--- src/rtl/mem_port_arbiter_if.sv ---
// Bundle of the two requester ports and the memory-side bus around mem_port_arbiter.
// master = requesters plus memory block, slave = the arbiter.
interface mem_port_arbiter_if #(
  parameter int unsigned ADDR_W = 32,
  parameter int unsigned DATA_W = 32
);
  logic              m0_req;
  logic              m0_we;
  logic [ADDR_W-1:0] m0_addr;
  logic [DATA_W-1:0] m0_wdata;
  logic [DATA_W-1:0] m0_rdata;
  logic              m0_ack;

  logic              m1_req;
  logic              m1_we;
  logic [ADDR_W-1:0] m1_addr;
  logic [DATA_W-1:0] m1_wdata;
  logic [DATA_W-1:0] m1_rdata;
  logic              m1_ack;

  logic [ADDR_W-1:0] mem_addr;
  logic [DATA_W-1:0] mem_write_data;
  logic [DATA_W-1:0] mem_read_data;
  logic              ctrl_mem_read;
  logic              ctrl_mem_write;
  logic              busy;

  modport master (
    output m0_req, m0_we, m0_addr, m0_wdata,
    input  m0_rdata, m0_ack,
    output m1_req, m1_we, m1_addr, m1_wdata,
    input  m1_rdata, m1_ack,
    input  mem_addr, mem_write_data, ctrl_mem_read, ctrl_mem_write, busy,
    output mem_read_data
  );

  modport slave (
    input  m0_req, m0_we, m0_addr, m0_wdata,
    output m0_rdata, m0_ack,
    input  m1_req, m1_we, m1_addr, m1_wdata,
    output m1_rdata, m1_ack,
    output mem_addr, mem_write_data, ctrl_mem_read, ctrl_mem_write, busy,
    input  mem_read_data
  );
endinterface

--- src/rtl/mem_port_arbiter.sv ---
// Round-robin arbiter sharing one memory port between instruction fetch (port 0)
// and load/store (port 1); each grant runs a fixed IDLE -> ACCESS -> RESP sequence.
module mem_port_arbiter #(
  parameter int unsigned ADDR_W      = 32,
  parameter int unsigned DATA_W      = 32,
  parameter int unsigned WAIT_CYCLES = 1
) (
  input logic               clk,
  input logic               rst,
  mem_port_arbiter_if.slave bus
);
  localparam int unsigned CNT_W = 4;

  typedef enum logic [1:0] {IDLE, ACCESS, RESP} state_t;

  state_t            state;
  logic [CNT_W-1:0]  cnt;
  logic              last_grant;
  logic              port_q;
  logic              we_q;
  logic [ADDR_W-1:0] addr_q;
  logic [DATA_W-1:0] wdata_q;
  logic [DATA_W-1:0] rdata_q;

  logic              win_c;
  logic              any_req_c;
  logic              sel_we_c;
  logic [ADDR_W-1:0] sel_addr_c;
  logic [DATA_W-1:0] sel_wdata_c;

  // Winner selection: on a tie the port not granted last time wins.
  always_comb begin
    any_req_c   = bus.m0_req | bus.m1_req;
    win_c       = (bus.m0_req && bus.m1_req) ? ~last_grant : bus.m1_req;
    sel_we_c    = win_c ? bus.m1_we    : bus.m0_we;
    sel_addr_c  = win_c ? bus.m1_addr  : bus.m0_addr;
    sel_wdata_c = win_c ? bus.m1_wdata : bus.m0_wdata;
  end

  always_ff @(posedge clk) begin
    if (rst) begin
      state              <= IDLE;
      cnt                <= '0;
      last_grant         <= 1'b1;
      port_q             <= 1'b0;
      we_q               <= 1'b0;
      addr_q             <= '0;
      wdata_q            <= '0;
      rdata_q            <= '0;
      bus.m0_ack         <= 1'b0;
      bus.m1_ack         <= 1'b0;
      bus.m0_rdata       <= '0;
      bus.m1_rdata       <= '0;
      bus.mem_addr       <= '0;
      bus.mem_write_data <= '0;
      bus.ctrl_mem_read  <= 1'b0;
      bus.ctrl_mem_write <= 1'b0;
      bus.busy           <= 1'b0;
    end else begin
      bus.m0_ack   <= 1'b0;
      bus.m1_ack   <= 1'b0;
      bus.m0_rdata <= '0;
      bus.m1_rdata <= '0;
      case (state)
        IDLE: begin
          if (any_req_c) begin
            state              <= ACCESS;
            cnt                <= CNT_W'(WAIT_CYCLES - 1);
            last_grant         <= win_c;
            port_q             <= win_c;
            we_q               <= sel_we_c;
            addr_q             <= sel_addr_c;
            wdata_q            <= sel_wdata_c;
            bus.mem_addr       <= sel_addr_c;
            bus.mem_write_data <= sel_wdata_c;
            bus.ctrl_mem_read  <= ~sel_we_c;
            bus.ctrl_mem_write <= sel_we_c;
            bus.busy           <= 1'b1;
          end
        end
        ACCESS: begin
          if (cnt == '0) begin
            state              <= RESP;
            bus.mem_addr       <= '0;
            bus.mem_write_data <= '0;
            bus.ctrl_mem_read  <= 1'b0;
            bus.ctrl_mem_write <= 1'b0;
            if (!we_q) begin
              rdata_q <= bus.mem_read_data;
            end
            // Response data is what rdata_q holds once this edge has landed.
            if (port_q) begin
              bus.m1_ack   <= 1'b1;
              bus.m1_rdata <= we_q ? rdata_q : bus.mem_read_data;
            end else begin
              bus.m0_ack   <= 1'b1;
              bus.m0_rdata <= we_q ? rdata_q : bus.mem_read_data;
            end
          end else begin
            cnt                <= cnt - CNT_W'(1);
            bus.mem_addr       <= addr_q;
            bus.mem_write_data <= wdata_q;
          end
        end
        RESP: begin
          state    <= IDLE;
          bus.busy <= 1'b0;
        end
        default: begin
          state    <= IDLE;
          bus.busy <= 1'b0;
        end
      endcase
    end
  end
endmodule

--- src/flat_wrapper.sv ---
// flat-port wrapper written by rule: the top's interface ports become plain ports
module mem_port_arbiter_flat 
#(
  parameter int unsigned ADDR_W      = 32,
  parameter int unsigned DATA_W      = 32,
  parameter int unsigned WAIT_CYCLES = 1
)
  (clk, rst, bus_m0_req, bus_m0_we, bus_m0_addr, bus_m0_wdata, bus_m0_rdata, bus_m0_ack, bus_m1_req, bus_m1_we, bus_m1_addr, bus_m1_wdata, bus_m1_rdata, bus_m1_ack, bus_mem_addr, bus_mem_write_data, bus_ctrl_mem_read, bus_ctrl_mem_write, bus_busy, bus_mem_read_data);
  mem_port_arbiter_if #(.ADDR_W(ADDR_W), .DATA_W(DATA_W)) bus_i ();
  input logic clk;
  input logic rst;
  input wire logic [$bits(bus_i.m0_req)-1:0] bus_m0_req;
  input wire logic [$bits(bus_i.m0_we)-1:0] bus_m0_we;
  input wire logic [$bits(bus_i.m0_addr)-1:0] bus_m0_addr;
  input wire logic [$bits(bus_i.m0_wdata)-1:0] bus_m0_wdata;
  output wire logic [$bits(bus_i.m0_rdata)-1:0] bus_m0_rdata;
  output wire logic [$bits(bus_i.m0_ack)-1:0] bus_m0_ack;
  input wire logic [$bits(bus_i.m1_req)-1:0] bus_m1_req;
  input wire logic [$bits(bus_i.m1_we)-1:0] bus_m1_we;
  input wire logic [$bits(bus_i.m1_addr)-1:0] bus_m1_addr;
  input wire logic [$bits(bus_i.m1_wdata)-1:0] bus_m1_wdata;
  output wire logic [$bits(bus_i.m1_rdata)-1:0] bus_m1_rdata;
  output wire logic [$bits(bus_i.m1_ack)-1:0] bus_m1_ack;
  output wire logic [$bits(bus_i.mem_addr)-1:0] bus_mem_addr;
  output wire logic [$bits(bus_i.mem_write_data)-1:0] bus_mem_write_data;
  output wire logic [$bits(bus_i.ctrl_mem_read)-1:0] bus_ctrl_mem_read;
  output wire logic [$bits(bus_i.ctrl_mem_write)-1:0] bus_ctrl_mem_write;
  output wire logic [$bits(bus_i.busy)-1:0] bus_busy;
  input wire logic [$bits(bus_i.mem_read_data)-1:0] bus_mem_read_data;
  assign bus_i.m0_req = bus_m0_req;
  assign bus_i.m0_we = bus_m0_we;
  assign bus_i.m0_addr = bus_m0_addr;
  assign bus_i.m0_wdata = bus_m0_wdata;
  assign bus_m0_rdata = bus_i.m0_rdata;
  assign bus_m0_ack = bus_i.m0_ack;
  assign bus_i.m1_req = bus_m1_req;
  assign bus_i.m1_we = bus_m1_we;
  assign bus_i.m1_addr = bus_m1_addr;
  assign bus_i.m1_wdata = bus_m1_wdata;
  assign bus_m1_rdata = bus_i.m1_rdata;
  assign bus_m1_ack = bus_i.m1_ack;
  assign bus_mem_addr = bus_i.mem_addr;
  assign bus_mem_write_data = bus_i.mem_write_data;
  assign bus_ctrl_mem_read = bus_i.ctrl_mem_read;
  assign bus_ctrl_mem_write = bus_i.ctrl_mem_write;
  assign bus_busy = bus_i.busy;
  assign bus_i.mem_read_data = bus_mem_read_data;
  mem_port_arbiter #(.ADDR_W(ADDR_W), .DATA_W(DATA_W), .WAIT_CYCLES(WAIT_CYCLES)) u_core (.clk(clk), .rst(rst), .bus(bus_i));
endmodule
--- config.mk ---
export PLATFORM = sky130hd
export DESIGN_NAME = mem_port_arbiter_flat
export DESIGN_NICKNAME = d
export VERILOG_FILES = /design/src/rtl/mem_port_arbiter_if.sv /design/src/rtl/mem_port_arbiter.sv /design/src/flat_wrapper.sv
export SDC_FILE = /design/constraint.sdc
export NUM_CORES = 1
export LEC_CHECK = 0
export ABC_AREA = 0
export BUFFER_PORTS_ARGS = -buffer_cell sky130_fd_sc_hd__buf_2
export CORE_AREA = 2 2 196 217
export CTS_CLUSTER_DIAMETER = 200
export CTS_CLUSTER_SIZE = 24
export DETAILED_ROUTE_END_ITERATION = 7
export DIE_AREA = 0 0 198 219
export GPL_ROUTABILITY_DRIVEN = 0
export SKIP_CTS_REPAIR_TIMING = 1
export SYNTH_ARGS = -nofsm -noshare
export SYNTH_HDL_FRONTEND = slang
export SYNTH_SLANG_ARGS = --single-unit
--- constraint.sdc ---
create_clock -name clk -period 3.5 [get_ports clk]
set_clock_uncertainty 0.05 [all_clocks]
set_input_delay 0.175 -clock clk [delete_from_list [all_inputs] [get_ports clk]]
set_output_delay 0.175 -clock clk [all_outputs]
set_load 0.02 [all_outputs]
==> results of run 1 <==
==> logic make-up (layout without fill, tap and decap cells) <==
kind of cell,after synthesis,count (layout)
flip-flops,238,238
buffers and inverters,136,572
adder cells (fa/ha/maj),2,2
AND/OR/NAND/NOR,251,251
AO/OA/AOI/OAI,340,340
multiplexers,97,97
==> metrics by stage <==
step | cell area, um2 | hold WS (ps) | setup WS [ps] | std cells
2_1_floorplan | 10200 | 270 | 1740 | 1064
3_3_place_gp | 12100 | 390 | 1080 | 1816
3_5_place_dp | 12100 | 395 | 1030 | 1816
4_1_cts | 12500 | -172 | 968 | 1833
5_1_grt | 14700 | 96.7 | 265 | 2060
6_report | 14700 | 62.0 | 398 | 2060
==> layout make-up <==
class / instances / area [um2] / share of cell area
clock inverter: 1 / 8.76 / 0.000594
multi-input combinational: 690 / 4890 / 0.332
inverter: 8 / 30.0 / 0.00204
tap: 560 / 701 / 0.0475
clock buffer: 16 / 347 / 0.0235
sequential: 238 / 4770 / 0.324
timing repair buffer: 547 / 3990 / 0.271
==> metal layers <==
| layer | GRT usage | vias up | part of all wire |
|---|---|---|---|
| met3 | 0.0332 | 74 | 0.061 |
| met1 | 0.200 | 5118 | 0.44 |
| met4 | 0.0466 | 4 | 0.024 |
| met5 | 0 | - | 0.00060 |
| li1 | - | 4910 | - |
| met2 | 0.256 | 438 | 0.48 |
==> cells in the mapped netlist <==
cell type,instances
o32ai_1,1
or3b_2,1
o221ai_1,2
nor3b_1,2
or2_2,2
or3_1,3
a21boi_0,1
ha_1,2
nand2_1,4
a311oi_1,128
a21bo_1,1
nor2_1,38
o2bb2ai_1,65
buf_1,10
buf_2,37
buf_8,2
dfxtp_1,238
nand2b_1,1
or4_1,3
nand4_1,1
a32o_1,1
clkbuf_1,77
nor3_4,1
nor2_4,19
nor2b_1,1
o211ai_1,1
o21ai_0,36
buf_4,1
a21oi_1,103
nor3_1,2
nand3_1,162
mux2i_1,97
or3b_1,1
nor2_2,10
buf_6,1
a22o_1,1
inv_1,8
==> report_power, final <==
part           switching (uW)  total (uW)  internal, uW
registers                 134        3070          2930
logic                     887        1580           692
clock network             949        1660           711
==> state kept, by name (all words and copies together), names as in the netlist <==
register	flops
u_core.state	2
u_core.bus.mem_addr	32
u_core.bus.m0_ack	1
u_core.we_q	1
u_core.cnt	4
u_core.bus.ctrl_mem_write	1
u_core.bus.m1_ack	1
u_core.bus.mem_write_data	32
u_core.bus.m1_rdata	32
u_core.bus.busy	1
u_core.wdata_q	32
u_core.port_q	1
u_core.addr_q	32
u_core.bus.m0_rdata	32
u_core.rdata_q	32
u_core.last_grant	1
u_core.bus.ctrl_mem_read	1
==> path summary, 6_finish.rpt <==
check | cells after the start | start | to | slack, ps
max | 5 | u_core.state[0] | u_core.bus.mem_write_data[26] | 400
max reg2reg | 5 | u_core.state[0] | u_core.bus.mem_write_data[26] | 400
min | 2 | rst | u_core.bus.busy | 60
min reg2reg | 1 | u_core.addr_q[27] | u_core.addr_q[27] | 420
==> impl_results.md, run 1 <==
- Vias: approximately 11,000
- Number of vias per cell after detailed routing: between 5 and 6
- DRC: 0
- Number of distinct library cells after synthesis: 37
- Top-area cell type share of the netlist area: 0.468
- Count of warnings emitted by yosys: 0
- Nets: approximately 1,700
- Peak supply drop: 262 uV
- Routed WL per cell: around 19 um
- Post-synthesis compound-gate area fraction: 0.241
- Final global-route overflow total: 0
- Overall power consumption: approximately 6300 uW
- Clock transition at the registers of the reported paths: around 110 ps
- Critical-path cell list: or3_2 -> buf_4 -> a21oi_1 -> a311oi_1 -> dlygate4sd3_1
- Most frequent cells in the layout: buf_2, dfxtp_1, dlygate4sd3_1
- Synthesized Nets: between 1,000 and 1,500
- Number of standard cells after synthesis: 1,064
- Count of fill cells added during filler insertion: a little over 4,000
- Starting density of the core: 0.248
- Iteration count of the initial detailed-routing pass: 5
- Final-layout setup total negative slack: 0 ps
- Final period demand of the worst path: 3100 ps
- Number of clock sinks seen by CTS: between 200 and 250
- Area growth from synthesis to layout: 44.8%
- Total leakage power: around 0.0061 uW
- Endpoint arrival time on the critical path: 3490 ps
- Final Slew Violations: 0
- Post-route clock period utilization: 0.886
- Horiz. Die Dim: 198 um
- Final hold violation count: 0
- Maximum root-to-sink buffer count: 3
- Synthesized flop and latch total: 238
- Slew at the pin closest to its max-slew limit: about 960 ps
- Share of synthesized area spent on multiplexers: 0.0953
- Dominant cell type by area after synthesis: dfxtp_1
- Number of clock buffers inserted by TritonCTS: 13
- Row count: 78
- Share of layout cells above drive strength 1: 0.255
- Timing-limited maximum frequency: 322 MHz
- Slowest CP cell: or3_2
- Pin count of the biggest net entering global routing: around 110
- Die H: ~220 um
- Worst slew margin relative to its limit: 0.361
- Fin util: 0.359
- Setup violation total in the final timing report: 0
- Synthesized-area fraction occupied by xor and xnor cells: 0
- Critical Setup Path Class: reg2reg
- Post-Route WL: 38,300 um
- Post-Synth Adder-Cell Area: 0.00246
- Largest family of logic cells by synthesized area: compound AO/OA/AOI/OAI gates
- Latest clock arrival within the worst-skew pair: ~520 ps
- TritonCTS clock tree: yes
- Global router's overall resource usage: 0.154
- Largest delay share family, worst path: buffers and inverters
- Area of the core: about 40,000 um2
- Port buffer count: approximately 300
- Number of global-route vias before repair: just over 9,000
- Antenna Cells: 0
- Drt initial violations: about 700
- Synthesized area per cell: between 9 and 10 um2
- DIE AREA: 43,400 um2
- Setup repair after global routing missed its margin: no
- Post-Synthesis Cell Area: 10,200 um2
- Capturing element type of the critical path: flip-flop
- Endpoint required time on the critical path: around 3900 ps
- Portion of the post-synthesis area used by sequential elements: 0.468
- Maximum single-stage delay on the critical path: approximately 800 ps
- Run status: finished clean
- Buffer cell driving the clock tree root: clkbuf_16
- Detailed placer's ending HPWL: about 22,000 um
- WP buf/inv: 2
- Top cells by area, synth: dfxtp_1, a311oi_1, mux2i_1
- Class of the most critical hold timing path: in2reg
- Number of levels the H-tree was split into: 1
- Power per cell area: between 400 and 500 nW/um2
- Simple logic cell fraction of the synthesized area: 0.135
- Residual antenna-violating net count after detailed routing: 0
- Number of antenna violations at the first check in global routing: 2
- Wire length of the first global-routing pass: between 50,000 and 60,000 um
- Max cap viols: 0
- Maximum fanout encountered on the critical timing path: 38
- Most frequent standard cell in the layout excluding fill and tap cells: buf_2
- Ports: roughly 300
- CP startpoint kind: flip-flop
No activity file was read; power rests on OpenSTA's default activity.
==> inputs of run 2 (changes only) <==
--- a/config.mk
+++ b/config.mk
@@ -13,6 +13,7 @@
 export DETAILED_ROUTE_END_ITERATION = 7
 export DIE_AREA = 0 0 198 219
 export GPL_ROUTABILITY_DRIVEN = 0
+export PLACE_DENSITY = 0.52
 export SKIP_CTS_REPAIR_TIMING = 1
 export SYNTH_ARGS = -nofsm -noshare
 export SYNTH_HDL_FRONTEND = slang
==> impl_results.md, run 2 (same netlist as run 1, synthesis figures left out) <==
- Run status: finished clean
- Setup repair after global routing missed its margin: no
- Class of the most critical hold timing path: in2reg
- Ports: approximately 300
- Vias: roughly 10,000
- Pin count of the biggest net entering global routing: roughly 140
- Number of vias per cell after detailed routing: about 5
- Total leakage power: about 0.0061 uW
- Final-layout setup total negative slack: 0 ps
- Final period demand of the worst path: approximately 3100 ps
- Buffer cell driving the clock tree root: clkbuf_16
- Number of clock sinks seen by CTS: between 200 and 250
- Reg2Reg Capture Point: u_core.bus.mem_write_data[28]
- Row count: 78
- GR met3 Demand/Resource: 0.0389
- Combinational power share: 0.248
- Number of clock buffers inserted by TritonCTS: 13
- Detailed placer's ending HPWL: 22,000 um
- Endpoint required time on the critical path: a little under 4000 ps
- Max cap viols: 0
- Switching power: a little under 2000 uW
- CP startpoint kind: flip-flop
- Final global-route overflow total: 0
- Hold path cells: 3
- Most frequent cells in the layout: buf_2, dfxtp_1, dlygate4sd3_1
- Final hold violation count: 0
- Horiz. Die Dim: a little under 200 um
- DRC: 0
- DIE AREA: 43,400 um2
- Latest clock arrival within the worst-skew pair: between 500 and 600 ps
- Routed WL per cell: between 15 and 20 um
- Share of layout cells above drive strength 1: 0.256
- Capturing element type of the critical path: flip-flop
- Part of the power in registers: 0.488
- Area growth from synthesis to layout: 44.8%
- Endpoint arrival time on the critical path: 3520 ps
- Worst slew margin relative to its limit: 0.354
- Port buffer count: a little under 300
- Worst reg2reg setup slack: roughly 370 ps
- P_int: 4340 uW
- Iteration count of the initial detailed-routing pass: 5
- Wire length of the first global-routing pass: around 54,000 um
- Reg-to-reg critical path startpoint: u_core.state[0]
- Grt met1 use: 0.211
- Number of global-route vias before repair: between 9,000 and 10,000
- Maximum fanout encountered on the critical timing path: between 40 and 50
- Count of fill cells added during filler insertion: between 4,000 and 5,000
- Number of antenna violations at the first check in global routing: 0
- Setup violation total in the final timing report: 0
- Area of the core: 41,100 um2
- Maximum root-to-sink buffer count: 3
- Timing-limited maximum frequency: around 320 MHz
- Switching share of power: 0.312
- Slew at the pin closest to its max-slew limit: between 900 and 1000 ps
- Worst min-delay path startpoint: bus_m0_we
- Post-Route WL: approximately 38,000 um
- Share of power burned in the clock network: 0.265
- Peak supply drop: between 300 and 400 uV
- Power per cell area: about 430 nW/um2
- Starting density of the core: 0.248
- Drt initial violations: about 470
- Endpoint of the worst hold path: u_core.bus.ctrl_mem_write
- Residual antenna-violating net count after detailed routing: 0
- Die H: approximately 220 um
- Critical Setup Path Class: reg2reg
- Global router's overall resource usage: 0.157
- Global route hottest layer: met2
- Met2 routing resource usage after global routing: 0.250
- TritonCTS clock tree: yes
- Number of levels the H-tree was split into: 1
- Nets: between 1,500 and 2,000
- Post-route clock period utilization: 0.894
- Clock transition at the registers of the reported paths: approximately 110 ps
- Most frequent standard cell in the layout excluding fill and tap cells: buf_2
- Final non-filler cell area: between 10,000 and 15,000 um2
- Final Slew Violations: 0
- Placed instance area: about 12,000 um2
- Worst Reg2Reg Path Length in Cells: 6
[run 2: cell count changes in the layout (fill, tap and decap cells not counted)]
cell           delta
buf_12            +1
diode_2           +1
buf_4             +1
dlygate4sd3_1     -3
[run 2: power by group through the flow]
stage / sequential, uW / combinational [uW] / clock (uW)
2_1_floorplan: 3220 / 705 / 0
5_1_grt: 3100 / 1690 / 1840
3_5_place_dp: 3130 / 1300 / 0
4_1_cts: 3070 / 1300 / 1760
3_3_place_gp: 3130 / 1280 / 0
6_report: 3070 / 1560 / 1670
[run 2: worst max-delay path by stage]
stage	start	end	slack, ps
finish	u_core.state[0]	u_core.bus.mem_write_data[28]	370
global route	u_core.state[0]	u_core.bus.mem_write_data[14]	150
CTS	u_core.cnt[0]	u_core.bus.m0_rdata[31]	840
detailed placement	u_core.cnt[0]	u_core.bus.m0_rdata[31]	890
global placement	u_core.cnt[0]	u_core.bus.m0_rdata[31]	910
floorplan	u_core.cnt[0]	u_core.bus.mem_addr[0]	1740
[run 2: layout make-up]
cell class,count,area [um2],share of cell area
diodes,1,2.50,0.000170
well taps,560,701,0.0475
flip-flops and latches,238,4770,0.324
multi-input cells,690,4890,0.332
inverters,8,30.0,0.00204
clock inverters,1,8.76,0.000594
repair buffers,546,3990,0.271
clock buffers,16,347,0.0235
[run 2: per-layer routing]
layer / up-vias / wire length, um / share of wire
met1: 5083 / 17200 / 0.45
met4: 0 / 637 / 0.017
met2: 347 / 17800 / 0.47
met5: - / 0 / 0
met3: 45 / 2210 / 0.058
li1: 4929 / - / -
[run 2: worst max-delay path, stage by stage, from the launching register on]
cell	delay, ps
dfxtp_4	790
buf_4	480
or3_2	220
buf_4	460
a21oi_1	140
a311oi_1	280
dlygate4sd3_1	610
[run 2: per-stage QoR]
step | power [uW] | util | hold WS (ps) | worst slack (ps) | instances
floorplan | 3930 | - | 270 | 1740 | 1064
global placement | 4410 | 0.296 | 391 | 906 | 1818
detailed placement | 4430 | 0.296 | 396 | 888 | 1818
CTS | 6130 | 0.304 | -178 | 841 | 1835
global route | 6630 | 0.359 | 5.50 | 154 | 2059
finish | 6310 | 0.359 | 23.1 | 370 | 2060
==> inputs of run 3 (changes only) <==
--- a/config.mk
+++ b/config.mk
@@ -6,14 +6,14 @@
 export NUM_CORES = 1
 export LEC_CHECK = 0
 export ABC_AREA = 0
-export BUFFER_PORTS_ARGS = -buffer_cell sky130_fd_sc_hd__buf_2
 export CORE_AREA = 2 2 196 217
 export CTS_CLUSTER_DIAMETER = 200
 export CTS_CLUSTER_SIZE = 24
 export DETAILED_ROUTE_END_ITERATION = 7
 export DIE_AREA = 0 0 198 219
+export DONT_BUFFER_PORTS = 1
 export GPL_ROUTABILITY_DRIVEN = 0
-export PLACE_DENSITY = 0.52
+export PLACE_DENSITY = 0.46
 export SKIP_CTS_REPAIR_TIMING = 1
 export SYNTH_ARGS = -nofsm -noshare
 export SYNTH_HDL_FRONTEND = slang
==> impl_results.md, run 3 (same netlist as run 1, synthesis figures left out) <==
- Run status: finished clean
- Worst reg2reg setup slack: ~210 ps
- Total leakage power: 0.00480 uW
- Reg2Reg Capture Point: u_core.bus.mem_addr[18]
- Register Area: 4770 um2
- Drt initial violations: about 560
- Starting density of the core: 0.248
- WP buf/inv: 3
- Reg-to-reg critical path startpoint: u_core.state[1]
- Die H: approximately 220 um
- Vias: a little over 9,000
- Maximum single-stage delay on the critical path: about 860 ps
- Hold path cells: 2
- Worst Reg2Reg Path Length in Cells: 6
- Critical-path cell list: nand2b_4 -> buf_12 -> nand3_1 -> dlygate4sd3_1 -> a311oi_1 -> dlygate4sd3_1
- Area of the core: a little over 40,000 um2
- Number of levels the H-tree was split into: 1
- Buffer cell driving the clock tree root: clkbuf_16
- Latest clock arrival within the worst-skew pair: about 500 ps
- Number of vias per cell after detailed routing: between 5 and 6
- Critical Setup Path Class: reg2reg
- Count of fill cells added during filler insertion: 4,235
- Detailed placer's ending HPWL: roughly 20,000 um
- Placed instance area: around 11,000 um2
- Row count: 78
- Horiz. Die Dim: a little under 200 um
- CP startpoint kind: flip-flop
- Maximum fanout encountered on the critical timing path: roughly 140
- Iteration count of the initial detailed-routing pass: 5
- Final global-route overflow total: 0
- Endpoint required time on the critical path: approximately 4000 ps
- Wire length of the first global-routing pass: a little over 50,000 um
- Largest delay share family, worst path: buffers and inverters
- Number of clock buffers inserted by TritonCTS: 13
- Nets: 1,367
- Peak supply drop: between 300 and 400 uV
- End point of the critical path: u_core.bus.mem_addr[18]
- WHS: around 37 ps
- Clock transition at the registers of the reported paths: around 120 ps
- DRC: 0
- Max cap viols: 0
- Maximum root-to-sink buffer count: 3
- Slowest CP cell: dfxtp_2
- Overall power consumption: a little over 6000 uW
- Final non-filler cell area: between 10,000 and 15,000 um2
- Post-route clock period utilization: 0.940
- Crit path depth: 6
- Port buffer count: 0
- Number of antenna violations at the first check in global routing: 1
- Number of global-route vias before repair: around 8,000
- Most frequent CP cell: dlygate4sd3_1
- Worst slew margin relative to its limit: 0.394
- Routed WL per cell: 20.9 um
- Area of the multi-input gates: between 4000 and 5000 um2
- Final period demand of the worst path: approximately 3300 ps
- Final-layout setup total negative slack: 0 ps
- Most frequent cells in the layout: dfxtp_1, dlygate4sd3_1, nand3_1
- Number of clock sinks seen by CTS: between 200 and 250
- Slew at the pin closest to its max-slew limit: about 910 ps
- Residual antenna-violating net count after detailed routing: 0
- Endpoint arrival time on the critical path: approximately 3700 ps
- Power per cell area: ~460 nW/um2
- Worst setup path start: u_core.state[1]
- Final hold violation count: 0
- Ports: between 200 and 300
- Setup repair after global routing missed its margin: no
- Final Slew Violations: 0
- DIE AREA: 43,400 um2
- Global router's overall resource usage: 0.151
- Share of layout cells above drive strength 1: 0.0667
- Class of the most critical hold timing path: in2reg
- Pin count of the biggest net entering global routing: between 100 and 150
- Capturing element type of the critical path: flip-flop
- Area growth from synthesis to layout: 30.4%
- Most frequent standard cell in the layout excluding fill and tap cells: dfxtp_1
- Post-Route WL: roughly 37,000 um
- Timing-limited maximum frequency: 304 MHz
- Setup violation total in the final timing report: 0
- TritonCTS clock tree: yes
-- run 3: changes by cell type in the layout (fill, tap and decap cells not counted) --
cell	before	now
clkbuf_1	2	1
buf_4	19	11
buf_16	0	1
dfxtp_4	2	1
inv_6	1	0
buf_12	6	7
dlygate4sd3_1	224	229
buf_2	297	0
dfxtp_2	1	2
-- run 3: area by class of cell --
| type | count | area share |
|---|---|---|
| timing repair buffer | 248 | 0.191 |
| tap | 560 | 0.0528 |
| multi-input combinational | 690 | 0.368 |
| sequential | 238 | 0.359 |
| antenna | 1 | 0.000188 |
| inverter | 8 | 0.00226 |
| clock buffer | 15 | 0.0258 |
-- run 3: how the worst min path moves through the flow --
stage / start / end
after CTS: rst / u_core.state[0]
after global placement: rst / u_core.rdata_q[1]
after detailed placement: rst / u_core.rdata_q[6]
final: bus_m1_we / u_core.we_q
after floorplan: rst / u_core.last_grant
after global routing: bus_m1_we / u_core.we_q
-- run 3: routing by layer --
metal,vias up,GRT usage,wire length (um)
li1,4310,-,-
met1,4490,0.183,15200
met2,380,0.247,17600
met3,51,0.0566,3270
met4,0,0.0476,739
met5,-,0,0
-- run 3: power breakdown --
group	internal [uW]	switching, uW	total [uW]
combinational	562	627	1190
sequential	2930	318	3250
clock	701	940	1640
-- run 3: metrics by stage --
stage | setup slack (ps) | util | std cells
6_report | 209 | 0.323 | 1760
5_1_grt | 64.8 | 0.323 | 1760
4_1_cts | 1010 | 0.267 | 1529
3_5_place_dp | 1050 | 0.258 | 1514
3_3_place_gp | 1090 | 0.258 | 1514
2_1_floorplan | 1740 | - | 1064
